<file path="config.mk">
export PLATFORM = sky130hd
export DESIGN_NAME = load_store_unit_flat
export DESIGN_NICKNAME = d
export VERILOG_FILES = /design/src/rtl/load_store_unit_if.sv /design/src/rtl/load_store_unit.sv /design/src/flat_wrapper.sv
export SDC_FILE = /design/constraint.sdc
export NUM_CORES = 1
export LEC_CHECK = 0
export CORE_UTILIZATION = 45
export DETAILED_ROUTE_END_ITERATION = 10
export PLACE_DENSITY = 0.77
export SYNTH_ARGS = -nofsm -noshare
export SYNTH_HDL_FRONTEND = slang
export SYNTH_SLANG_ARGS = --single-unit
</file>
<file path="constraint.sdc">
create_clock -name clk -period 2.6 [get_ports clk]
set_clock_uncertainty 0.2 [all_clocks]
set_input_delay 0.39 -clock clk [delete_from_list [all_inputs] [get_ports clk]]
set_output_delay 0.39 -clock clk [all_outputs]
set_load 0.005 [all_outputs]
</file>
<file path="src/rtl/load_store_unit_if.sv">
// Bundle of the CPU request/response handshake and the data RAM port of the load/store unit.
// The master side is the CPU plus RAM; the slave side is the load/store unit itself.
interface load_store_unit_if #(
  parameter int ADDRESS_WIDTH = 32
);
  logic                     req_valid;
  logic                     req_ready;
  logic                     req_write;
  logic [2:0]               req_funct3;
  logic [ADDRESS_WIDTH-1:0] req_addr;
  logic [31:0]              req_wdata;
  logic                     resp_valid;
  logic [31:0]              resp_rdata;
  logic                     resp_err;
  logic [ADDRESS_WIDTH-1:0] mem_address;
  logic                     mem_write_enable;
  logic [31:0]              mem_write_data;
  logic [31:0]              mem_read_data;

  modport master (
    output req_valid, req_write, req_funct3, req_addr, req_wdata, mem_read_data,
    input  req_ready, resp_valid, resp_rdata, resp_err,
    input  mem_address, mem_write_enable, mem_write_data
  );

  modport slave (
    input  req_valid, req_write, req_funct3, req_addr, req_wdata, mem_read_data,
    output req_ready, resp_valid, resp_rdata, resp_err,
    output mem_address, mem_write_enable, mem_write_data
  );
endinterface

</file>
<file path="src/rtl/load_store_unit.sv">
// Load/store controller for the byte-addressed data RAM: sub-word stores are done as
// read-modify-write because the RAM only writes whole words; bad accesses never reach the RAM.
module load_store_unit #(
  parameter int                     ADDRESS_WIDTH = 32,
  parameter logic [ADDRESS_WIDTH-1:0] RAM_BASE    = 32'h00001000,
  parameter logic [ADDRESS_WIDTH-1:0] RAM_TOP     = 32'h00001fff
) (
  input logic               clk,
  input logic               rst_n,
  load_store_unit_if.slave  bus
);

  localparam logic [2:0] F3_B  = 3'b000;
  localparam logic [2:0] F3_H  = 3'b001;
  localparam logic [2:0] F3_W  = 3'b010;
  localparam logic [2:0] F3_BU = 3'b100;
  localparam logic [2:0] F3_HU = 3'b101;

  localparam logic [ADDRESS_WIDTH-1:0] RAM_LAST_WORD =
    RAM_TOP - {{(ADDRESS_WIDTH-2){1'b0}}, 2'b11};

  typedef enum logic [2:0] {
    ST_IDLE     = 3'd0,
    ST_LOAD     = 3'd1,
    ST_RMW_READ = 3'd2,
    ST_WRITE    = 3'd3,
    ST_RESP     = 3'd4
  } state_t;

  state_t                   state_r, state_nxt_s;
  logic                     write_r, write_nxt_s;
  logic [2:0]               funct3_r, funct3_nxt_s;
  logic [1:0]               lane_r, lane_nxt_s;
  logic [31:0]              req_wdata_r, req_wdata_nxt_s;
  logic [ADDRESS_WIDTH-1:0] mem_address_r, mem_address_nxt_s;
  logic                     mem_write_enable_r, mem_write_enable_nxt_s;
  logic [31:0]              mem_write_data_r, mem_write_data_nxt_s;
  logic                     resp_valid_r, resp_valid_nxt_s;
  logic [31:0]              resp_rdata_r, resp_rdata_nxt_s;
  logic                     resp_err_r, resp_err_nxt_s;
  logic                     req_error_s;

  function automatic logic access_error(input logic                     write,
                                        input logic [2:0]               funct3,
                                        input logic [ADDRESS_WIDTH-1:0] addr);
    logic [ADDRESS_WIDTH-1:0] aligned;
    logic                     bad;
    aligned = {addr[ADDRESS_WIDTH-1:2], 2'b00};
    case (funct3)
      F3_B:    bad = 1'b0;
      F3_H:    bad = addr[0];
      F3_W:    bad = (addr[1:0] != 2'b00);
      F3_BU:   bad = write;
      F3_HU:   bad = write | addr[0];
      default: bad = 1'b1;
    endcase
    bad = bad | (aligned < RAM_BASE) | (aligned > RAM_LAST_WORD);
    return bad;
  endfunction

  function automatic logic [31:0] extend_load(input logic [2:0]  funct3,
                                              input logic [1:0]  lane,
                                              input logic [31:0] word);
    logic [7:0]  sel_byte;
    logic [15:0] sel_half;
    logic [31:0] result;
    case (lane)
      2'd0:    sel_byte = word[7:0];
      2'd1:    sel_byte = word[15:8];
      2'd2:    sel_byte = word[23:16];
      2'd3:    sel_byte = word[31:24];
      default: sel_byte = 8'h00;
    endcase
    sel_half = lane[1] ? word[31:16] : word[15:0];
    case (funct3)
      F3_B:    result = {{24{sel_byte[7]}}, sel_byte};
      F3_BU:   result = {24'h000000, sel_byte};
      F3_H:    result = {{16{sel_half[15]}}, sel_half};
      F3_HU:   result = {16'h0000, sel_half};
      F3_W:    result = word;
      default: result = 32'h00000000;
    endcase
    return result;
  endfunction

  function automatic logic [31:0] merge_store(input logic [2:0]  funct3,
                                              input logic [1:0]  lane,
                                              input logic [31:0] old_word,
                                              input logic [31:0] wdata);
    logic [31:0] merged;
    merged = old_word;
    case (funct3)
      F3_B: begin
        case (lane)
          2'd0:    merged[7:0]   = wdata[7:0];
          2'd1:    merged[15:8]  = wdata[7:0];
          2'd2:    merged[23:16] = wdata[7:0];
          2'd3:    merged[31:24] = wdata[7:0];
          default: merged        = old_word;
        endcase
      end
      F3_H: begin
        if (lane[1]) begin
          merged[31:16] = wdata[15:0];
        end else begin
          merged[15:0] = wdata[15:0];
        end
      end
      F3_W:    merged = wdata;
      default: merged = old_word;
    endcase
    return merged;
  endfunction

  assign req_error_s = access_error(bus.req_write, bus.req_funct3, bus.req_addr);

  // Next-state and next-register computation for the access sequencer.
  always_comb begin
    state_nxt_s            = state_r;
    write_nxt_s            = write_r;
    funct3_nxt_s           = funct3_r;
    lane_nxt_s             = lane_r;
    req_wdata_nxt_s        = req_wdata_r;
    mem_address_nxt_s      = mem_address_r;
    mem_write_enable_nxt_s = 1'b0;
    mem_write_data_nxt_s   = mem_write_data_r;
    resp_valid_nxt_s       = 1'b0;
    resp_rdata_nxt_s       = resp_rdata_r;
    resp_err_nxt_s         = resp_err_r;

    case (state_r)
      ST_IDLE: begin
        if (bus.req_valid) begin
          write_nxt_s     = bus.req_write;
          funct3_nxt_s    = bus.req_funct3;
          lane_nxt_s      = bus.req_addr[1:0];
          req_wdata_nxt_s = bus.req_wdata;
          if (req_error_s) begin
            state_nxt_s      = ST_RESP;
            resp_valid_nxt_s = 1'b1;
            resp_err_nxt_s   = 1'b1;
            resp_rdata_nxt_s = 32'h00000000;
          end else if (!bus.req_write) begin
            state_nxt_s       = ST_LOAD;
            mem_address_nxt_s = {bus.req_addr[ADDRESS_WIDTH-1:2], 2'b00};
          end else if (bus.req_funct3 == F3_W) begin
            // Full-word stores skip the read and go straight to the write cycle.
            state_nxt_s            = ST_WRITE;
            mem_address_nxt_s      = {bus.req_addr[ADDRESS_WIDTH-1:2], 2'b00};
            mem_write_enable_nxt_s = 1'b1;
            mem_write_data_nxt_s   = bus.req_wdata;
          end else begin
            state_nxt_s       = ST_RMW_READ;
            mem_address_nxt_s = {bus.req_addr[ADDRESS_WIDTH-1:2], 2'b00};
          end
        end else begin
          state_nxt_s = ST_IDLE;
        end
      end
      ST_LOAD: begin
        state_nxt_s      = ST_RESP;
        resp_valid_nxt_s = 1'b1;
        resp_err_nxt_s   = 1'b0;
        resp_rdata_nxt_s = extend_load(funct3_r, lane_r, bus.mem_read_data);
      end
      ST_RMW_READ: begin
        state_nxt_s            = ST_WRITE;
        mem_write_enable_nxt_s = 1'b1;
        mem_write_data_nxt_s   = merge_store(funct3_r, lane_r, bus.mem_read_data, req_wdata_r);
      end
      ST_WRITE: begin
        state_nxt_s      = ST_RESP;
        resp_valid_nxt_s = 1'b1;
        resp_err_nxt_s   = 1'b0;
        resp_rdata_nxt_s = 32'h00000000;
      end
      ST_RESP: begin
        state_nxt_s = ST_IDLE;
      end
      default: begin
        state_nxt_s = ST_IDLE;
      end
    endcase
  end

  // State and registered outputs; reset drops any access in flight, including its write strobe.
  always_ff @(posedge clk or negedge rst_n) begin
    if (!rst_n) begin
      state_r            <= ST_IDLE;
      write_r            <= 1'b0;
      funct3_r           <= 3'b000;
      lane_r             <= 2'b00;
      req_wdata_r        <= 32'h00000000;
      mem_address_r      <= '0;
      mem_write_enable_r <= 1'b0;
      mem_write_data_r   <= 32'h00000000;
      resp_valid_r       <= 1'b0;
      resp_rdata_r       <= 32'h00000000;
      resp_err_r         <= 1'b0;
    end else begin
      state_r            <= state_nxt_s;
      write_r            <= write_nxt_s;
      funct3_r           <= funct3_nxt_s;
      lane_r             <= lane_nxt_s;
      req_wdata_r        <= req_wdata_nxt_s;
      mem_address_r      <= mem_address_nxt_s;
      mem_write_enable_r <= mem_write_enable_nxt_s;
      mem_write_data_r   <= mem_write_data_nxt_s;
      resp_valid_r       <= resp_valid_nxt_s;
      resp_rdata_r       <= resp_rdata_nxt_s;
      resp_err_r         <= resp_err_nxt_s;
    end
  end

  assign bus.req_ready        = rst_n & (state_r == ST_IDLE);
  assign bus.mem_address      = mem_address_r;
  assign bus.mem_write_enable = mem_write_enable_r;
  assign bus.mem_write_data   = mem_write_data_r;
  assign bus.resp_valid       = resp_valid_r;
  assign bus.resp_rdata       = resp_rdata_r;
  assign bus.resp_err         = resp_err_r;

endmodule

</file>
<file path="src/flat_wrapper.sv">
// flat-port wrapper written by rule: the top's interface ports become plain ports
module load_store_unit_flat 
#(
  parameter int                     ADDRESS_WIDTH = 32,
  parameter logic [ADDRESS_WIDTH-1:0] RAM_BASE    = 32'h00001000,
  parameter logic [ADDRESS_WIDTH-1:0] RAM_TOP     = 32'h00001fff
)
  (clk, rst_n, bus_req_valid, bus_req_write, bus_req_funct3, bus_req_addr, bus_req_wdata, bus_mem_read_data, bus_req_ready, bus_resp_valid, bus_resp_rdata, bus_resp_err, bus_mem_address, bus_mem_write_enable, bus_mem_write_data);
  load_store_unit_if #(.ADDRESS_WIDTH(ADDRESS_WIDTH)) bus_i ();
  input logic clk;
  input logic rst_n;
  input wire logic [$bits(bus_i.req_valid)-1:0] bus_req_valid;
  input wire logic [$bits(bus_i.req_write)-1:0] bus_req_write;
  input wire logic [$bits(bus_i.req_funct3)-1:0] bus_req_funct3;
  input wire logic [$bits(bus_i.req_addr)-1:0] bus_req_addr;
  input wire logic [$bits(bus_i.req_wdata)-1:0] bus_req_wdata;
  input wire logic [$bits(bus_i.mem_read_data)-1:0] bus_mem_read_data;
  output wire logic [$bits(bus_i.req_ready)-1:0] bus_req_ready;
  output wire logic [$bits(bus_i.resp_valid)-1:0] bus_resp_valid;
  output wire logic [$bits(bus_i.resp_rdata)-1:0] bus_resp_rdata;
  output wire logic [$bits(bus_i.resp_err)-1:0] bus_resp_err;
  output wire logic [$bits(bus_i.mem_address)-1:0] bus_mem_address;
  output wire logic [$bits(bus_i.mem_write_enable)-1:0] bus_mem_write_enable;
  output wire logic [$bits(bus_i.mem_write_data)-1:0] bus_mem_write_data;
  assign bus_i.req_valid = bus_req_valid;
  assign bus_i.req_write = bus_req_write;
  assign bus_i.req_funct3 = bus_req_funct3;
  assign bus_i.req_addr = bus_req_addr;
  assign bus_i.req_wdata = bus_req_wdata;
  assign bus_i.mem_read_data = bus_mem_read_data;
  assign bus_req_ready = bus_i.req_ready;
  assign bus_resp_valid = bus_i.resp_valid;
  assign bus_resp_rdata = bus_i.resp_rdata;
  assign bus_resp_err = bus_i.resp_err;
  assign bus_mem_address = bus_i.mem_address;
  assign bus_mem_write_enable = bus_i.mem_write_enable;
  assign bus_mem_write_data = bus_i.mem_write_data;
  load_store_unit #(.ADDRESS_WIDTH(ADDRESS_WIDTH), .RAM_BASE(RAM_BASE), .RAM_TOP(RAM_TOP)) u_core (.clk(clk), .rst_n(rst_n), .bus(bus_i));
endmodule
</file>
==> impl_results.md, run 1 <==
* Tot GR Track Use at 30.2%
* DR vias at 6377
* Ys async rst share at 100%
* Routed Antenna Nets at 0
* Largest net degree at the start of global routing at 72
* Starting density of the core at 46.0%
* RSZ-0062 raised after global routing: no
* Fin crit period at 2.46 ns
* Clock Pin Slew Worst Setup and Hold Paths at 0.06 ns
* Fmax at 407 MHz
* GPL Wtd Cong at 0.901
* Synthesis Warnings at 0
* Mapped Area at 0.00697 sq mm
* CTS Root Cell: clkbuf_16
* Setup Fix Bufs, Post-CTS at 0
* Slew @ Worst Pin at 0.905 ns
* Placement Setup Slack at -0.305 ns
* Post-synth top area cell: dfrtp_1
* Sw frac at 27.5%
* #FFs+latches synth at 137
* Vias in the first global route at 6389
* Clk sinks at 137
* H-tree depth at 4
* Clock share of power at 40.7%
* CTS resizes at 0
* Net count, final at 947
* Avg WL per Cell at 22.2 microns
* Switch Pwr at 1.56 mW
* Die area at 0.0160 sq mm
* Slack of the critical path at 0.142 ns
* Yosys cell types at 49
* Top post-synthesis cells by count: 137 x dfrtp_1, 74 x mux2_2, 43 x clkbuf_1
* Most frequent cell after synthesis: dfrtp_1
* Die Y at 126 microns
* First-pass DRT Iterations at 6
* I/O Pins at 203
* Fin util at 65.5%
* Final hold vios at 0
* Total Routed Length at 23.2 mm
* WS Path Type: in2reg
* Filler Cell Count at 1146
* Share of cells above drive strength 1 at 18.8%
* Synthesized instance count at 635
* Post-route DRC at 0
* Initial antenna violation count at 0
* Hold crit path type: in2async
* Hpwl dp at 17.0 mm
* Slew HR at 39.7%
* Synth top area cells: dfrtp_1 49%, mux2_2 12%, o2bb2ai_1 4.0%
* First-pass GRT wire length at 36.5 mm
* DR vias/cell at 6.11
* Overall power at 5.67 mW
* TritonCTS buffer count at 17
* Pwr per Cell Area at 571 mW/mm^2
* Part of the power in registers at 41.3%
* Combinational power share at 18.0%
* TNS Setup at 0 ns
* Mean post-synth cell area at 11.0 sq um
* Period utilization at 94.5%
* Chip Width at 126 microns
* Number of synthesized flops with an enable pin at 0
* Global route overflow at 0
* Row count at 45
* # hold bufs at CTS at 0
* Number of max-cap violations at 0
* Register area share after synthesis at 49.2%
* Status: completed
* CTS Buffer Depth at 2
* Final Max Tran Viols at 0
* Clk Latency, worst-skew pair at 0.42 ns
* TritonCTS clock tree: built
* Setup crit end kind: register
* Peak supply drop at 0.475 mV
* Leakage power at 4.30 nW
* Drt first-iter violations at 695
* Synth top area share at 49.2%
* WP data required at 2.70 ns
* Area delta synth->final at 42.5%
* CP Data Arrival Time at 2.55 ns
* Inserted Diodes at 0
* Core area at 0.0151 sq mm
* Crit path launch type: input port
* Port bufs at 200
* Internal power at 4.11 mW
* Crit path max fanout at 24
* Final setup viols at 0
* Ys flop type: dfrtp_1
==> path summary, 6_finish.rpt <==
check / start / end / slack [ns] / cells after the start
hold / removal: rst_n / u_core.bus.mem_write_data[29] / 0.01 / 2
max in group asynchronous: rst_n / u_core.req_wdata_r[9] / 1.59 / 2
setup reg to reg: u_core.state_r[2] / u_core.bus.mem_write_data[31] / 0.20 / 4
min in group clk: u_core.bus.mem_address[12] / u_core.bus.mem_address[12] / 0.28 / 1
setup / recovery: bus_req_addr[27] / u_core.bus.mem_write_data[27] / 0.14 / 7
hold reg to reg: u_core.bus.mem_address[12] / u_core.bus.mem_address[12] / 0.28 / 1
==> worst max-delay path, cell delays in order <==
cell and delay, ns:
clkdlybuf4s50_1 0.45, or4_1 0.47, a221o_1 0.31, nor3_4 0.25
a31oi_4 0.14, buf_12 0.20, mux2_1 0.33
==> cell usage in the layout, fill, tap and decap left out, drive strengths merged, types with 4 or more instances in the layout <==
cell type and n:
clkinv 5, mux2 75, nand3 18, a31oi 10, o21ai 34, clkdlybuf4s50 199
o211ai 8, and2 24, o221ai 14, nor3 4, a221o 9, a221oi 15
inv 14, nand2 37, nand2b 6, o2bb2ai 32, a21oi 37, mux4 5
mux2i 18, clkbuf 22, nor2 26, a22oi 14, o32a 8, dfrtp 137
a21boi 8, buf 46
==> through the flow <==
step,hold WS (ns),cells,instance area [sq um]
after floorplan,-0.106,636,6970
after global placement,0.253,1013,9370
after detailed placement,0.260,1013,9370
after CTS,0.0410,1044,9920
after global routing,0.0834,1044,9920
final,0.0102,1044,9920
==> flip-flops by register name, indices dropped and copies added, names as in the netlist <==
name,flops
u_core.bus.resp_rdata,32
u_core.state_r,3
u_core.bus.mem_address,30
u_core.funct3_r,3
u_core.lane_r,2
u_core.bus.mem_write_data,32
u_core.req_wdata_r,32
u_core.bus.resp_valid,1
u_core.bus.mem_write_enable,1
u_core.bus.resp_err,1
==> routing by layer <==
metal / track usage (%) / vias to the layer above / part of all wire [%]
met4: 11.1 / 0 / 2.9
met5: 0 / - / 0
met2: 47.1 / 372 / 46
met3: 7.21 / 50 / 9.4
met1: 41.0 / 3151 / 42
li1: - / 2804 / -
==> power groups by stage <==
stage / Sequential (mW) / Clock, mW / Combinational [mW]
after floorplan: 2.31 / 0 / 0.557
after global placement: 2.37 / 0 / 0.983
after detailed placement: 2.37 / 0 / 1.00
after CTS: 2.34 / 2.32 / 1.01
after global routing: 2.35 / 2.43 / 1.10
final: 2.34 / 2.31 / 1.02
==> final cells by class <==
class | count | area, sq um | share of cell area, %
multi-input combinational | 429 | 3250 | 32.8
sequential | 137 | 3430 | 34.5
clock buffer | 22 | 454 | 4.58
tap | 188 | 235 | 2.37
timing repair buffer | 245 | 2400 | 24.2
inverter | 14 | 52.6 | 0.530
clock inverter | 9 | 100 | 1.01
==> cell families after synthesis <==
group                  share of synthesized area (%)
DFF                                             49.2
AOI/OAI and AO/OA                               20.5
buffers and inverters                           4.31
muxes                                           16.3
and+or+nand+nor                                 9.57
other                                         0.0538
Power figures use the tool's default switching activity.
==> run 2: changes to the inputs <==
- ABC_AREA: not set -> 1
- PLACE_DENSITY: 0.77 -> 0.75
- clock period: 2.6 -> 2.9 ns (I/O delays scaled with it)
==> run 2 against run 1 <==
Worst hold slack gained 0.27 ns. Worst setup slack improved by 0.28 ns. Non-clock buffer count down 27. Synthesized cell count increased by 85%. Wire length is 9.4% higher. Count of clock-buffer cells in the layout shrank 5. Die area up 14%. Sequential share of layout area fell by 2.3 points. Sequential cell count unchanged. Register-to-register slack improved by 0.33 ns. Clock power decreased by 6%. Critical path type is now reg2out. Critical endpoint is now bus_req_ready. Largest cell class is now multi-input gates. Largest power group is now clock.
==> impl_results.md, run 2 <==
* Most frequent cell after synthesis: nand2_1
* Fin crit period at 2.48 ns
* First-pass DRT Iterations at 5
* Hpwl dp at 18.2 mm
* DR vias at 8355
* Slack of the critical path at 0.420 ns
* Ys async rst share at 100%
* Synthesis Warnings at 0
* Period utilization at 85.5%
* Net count, final at 1450
* Post-route DRC at 0
* Chip Width at 135 microns
* CTS Root Cell: clkbuf_16
* Final hold vios at 0
* Worst hold stages at 1
* Status: completed
* Starting density of the core at 45.9%
* Leakage power at 5.38 nW
* Ys flop type: dfrtp_1
* Most common cell after layout, fill and taps aside: nand2_1
* Synthesized instance count at 1175
* Clk sinks at 137
* Post-route design area at 0.0106 sq mm
* Mean post-synth cell area at 6.76 sq um
* Initial antenna violation count at 0
* WP data required at 2.27 ns
* DR vias/cell at 5.27
* Slew HR at 43.4%
* Synth top area cells: dfrtp_1 43%, nand2_1 22%, nor2_1 7.2%
* Crit path launch type: register
* Register area share after synthesis at 43.1%
* Final setup viols at 0
* Tot GR Track Use at 28.4%
* TritonCTS buffer count at 17
* Placement Setup Slack at 0.406 ns
* Clk Latency, worst-skew pair at 0.43 ns
* Most frequent cells in the layout: 465 x nand2_1, 199 x clkdlybuf4s50_1, 151 x nor2_1, 136 x dfrtp_1, 92 x inv_1
* Crit path max-delay cell type: clkdlybuf4s50_1
* Core area at 0.0173 sq mm
* Total Routed Length at 25.4 mm
* DP Cell Count at 1552
* Finished Layout Cells at 1585
* Area delta synth->final at 33.9%
* Pwr per Cell Area at 528 mW/mm^2
* #FFs+latches synth at 137
* Sw frac at 33.0%
* Switch Pwr at 1.85 mW
* Worst Reg-to-Reg Cells at 7
* Post-synth top area cell: dfrtp_1
* Part of the power in registers at 38.4%
* WS Path Type: reg2out
* TNS Setup at 0 ns
* Number of synthesized flops with an enable pin at 0
* Row count at 48
* Overall power at 5.62 mW
* Internal power at 3.77 mW
* CTS Buffer Depth at 2
* Largest net degree at the start of global routing at 138
* Final Max Tran Viols at 0
* CP Data Arrival Time at 1.84 ns
* Vias in the first global route at 7667
* Worst hold margin at 0.276 ns
* Combinational power share at 22.8%
* CTS resizes at 0
* Number of max-cap violations at 0
* Inserted Diodes at 0
* TritonCTS clock tree: built
* Avg WL per Cell at 16.0 microns
* Critical Path Max Stage Delay at 0.53 ns
* Share of cells above drive strength 1 at 6.40%
* Global route overflow at 0
* Clock share of power at 38.7%
* Die area at 0.0182 sq mm
* Slew @ Worst Pin at 0.849 ns
* Fin util at 61.5%
* Setup crit end kind: output port
* H-tree depth at 4
* I/O Pins at 203
* GPL Wtd Cong at 0.955
* Fmax at 403 MHz
* Routed Antenna Nets at 0
* Crit path max fanout at 4
* Port bufs at 200
* First-pass GRT wire length at 40.1 mm
* Mapped Area at 0.00795 sq mm
* Die Y at 135 microns
* RSZ-0062 raised after global routing: no
* Hold crit path type: reg2reg
* Top post-synthesis cells by count: 465 x nand2_1, 152 x nor2_1, 137 x dfrtp_1
* Critical path, cell by cell: inv_2 -> nand3_1 -> nor2_1 -> clkdlybuf4s50_1
* Dpl cell area at 0.0101 sq mm
* Clock Pin Slew Worst Setup and Hold Paths at 0.06 ns
* Drt first-iter violations at 838
* Peak supply drop at 0.380 mV
* Synth top area share at 43.1%
* Yosys cell types at 26
run 2: cell count changes in the layout (fill, tap and decap cells not counted), sizes merged, moves of 28 or more:
cell	previous run	this run
inv	14	115
o2bb2ai	32	0
nand3	18	64
nor2	26	159
buf	46	18
o211ai	8	41
o21ai	34	107
nand2	37	474
mux2	75	0
run 2: cell families after synthesis:
group	Yosys count	share of synthesized area, %
AND/OR/NAND/NOR	698	35.0
flip-flops	137	43.1
other	1	0.0472
buffers and inverters	172	9.65
AO/OA/AOI/OAI	167	12.2
run 2: per-layer routing:
metal / GRT usage [%] / up-vias / share of wire (%)
li1: - / 4021 / -
met1: 37.8 / 3863 / 42
met2: 44.3 / 405 / 45
met3: 6.49 / 66 / 9.1
met4: 12.4 / 0 / 3.5
met5: 0 / - / 0
run 2: power by group through the flow:
stage | clock [mW] | combinational (mW) | sequential (mW)
finish | 2.18 | 1.28 | 2.16
global route | 2.28 | 1.42 | 2.17
CTS | 2.19 | 1.28 | 2.16
detailed placement | 0 | 1.26 | 2.19
global placement | 0 | 1.25 | 2.19
floorplan | 0 | 0.775 | 2.14
run 2: area by class of cell:
cell class	count	area (sq um)
Clock buffer	17	425
Clock inverter	15	151
Fill cell	1607	6660
Inverter	106	398
Multi-Input combinational cell	867	3760
Sequential cell	137	3430
Tap cell	225	282
Timing Repair Buffer	218	2190
run 2: what timing repair did:
item | 4_1_cts | 5_1_grt
endpoints found under the hold margin | 137 | 0
buffers inserted | 0 | 0
hold buffers | 1 | 0
run 2: final timing paths:
| kind | from | end | slack, ns |
|---|---|---|---|
| min in group asynchronous | rst_n | u_core.bus.resp_rdata[0] | 0.48 |
| setup reg to reg | u_core.lane_r[1] | u_core.bus.mem_write_data[17] | 0.53 |
| setup / recovery | u_core.state_r[1] | bus_req_ready | 0.42 |
| hold reg to reg | u_core.bus.mem_address[12] | u_core.bus.mem_address[12] | 0.28 |
| hold / removal | u_core.bus.mem_address[12] | u_core.bus.mem_address[12] | 0.28 |
| max in group asynchronous | rst_n | u_core.lane_r[1] | 1.40 |
run 2: critical path: cells and delay by family, from the launching register on:
| family | cells | cell delay (ns) |
|---|---|---|
| buf+inv | 2 | 0.62 |
| flops | 1 | 0.39 |
| simple gates | 2 | 0.41 |
==> run 3: changes to the inputs <==
- CTS_BUF_LIST: not set -> sky130_fd_sc_hd__clkbuf_16
- SETUP_SLACK_MARGIN: not set -> 0.3
==> results of run 3 <==
Final layout, timing and power as in run 2 (identical DEF).
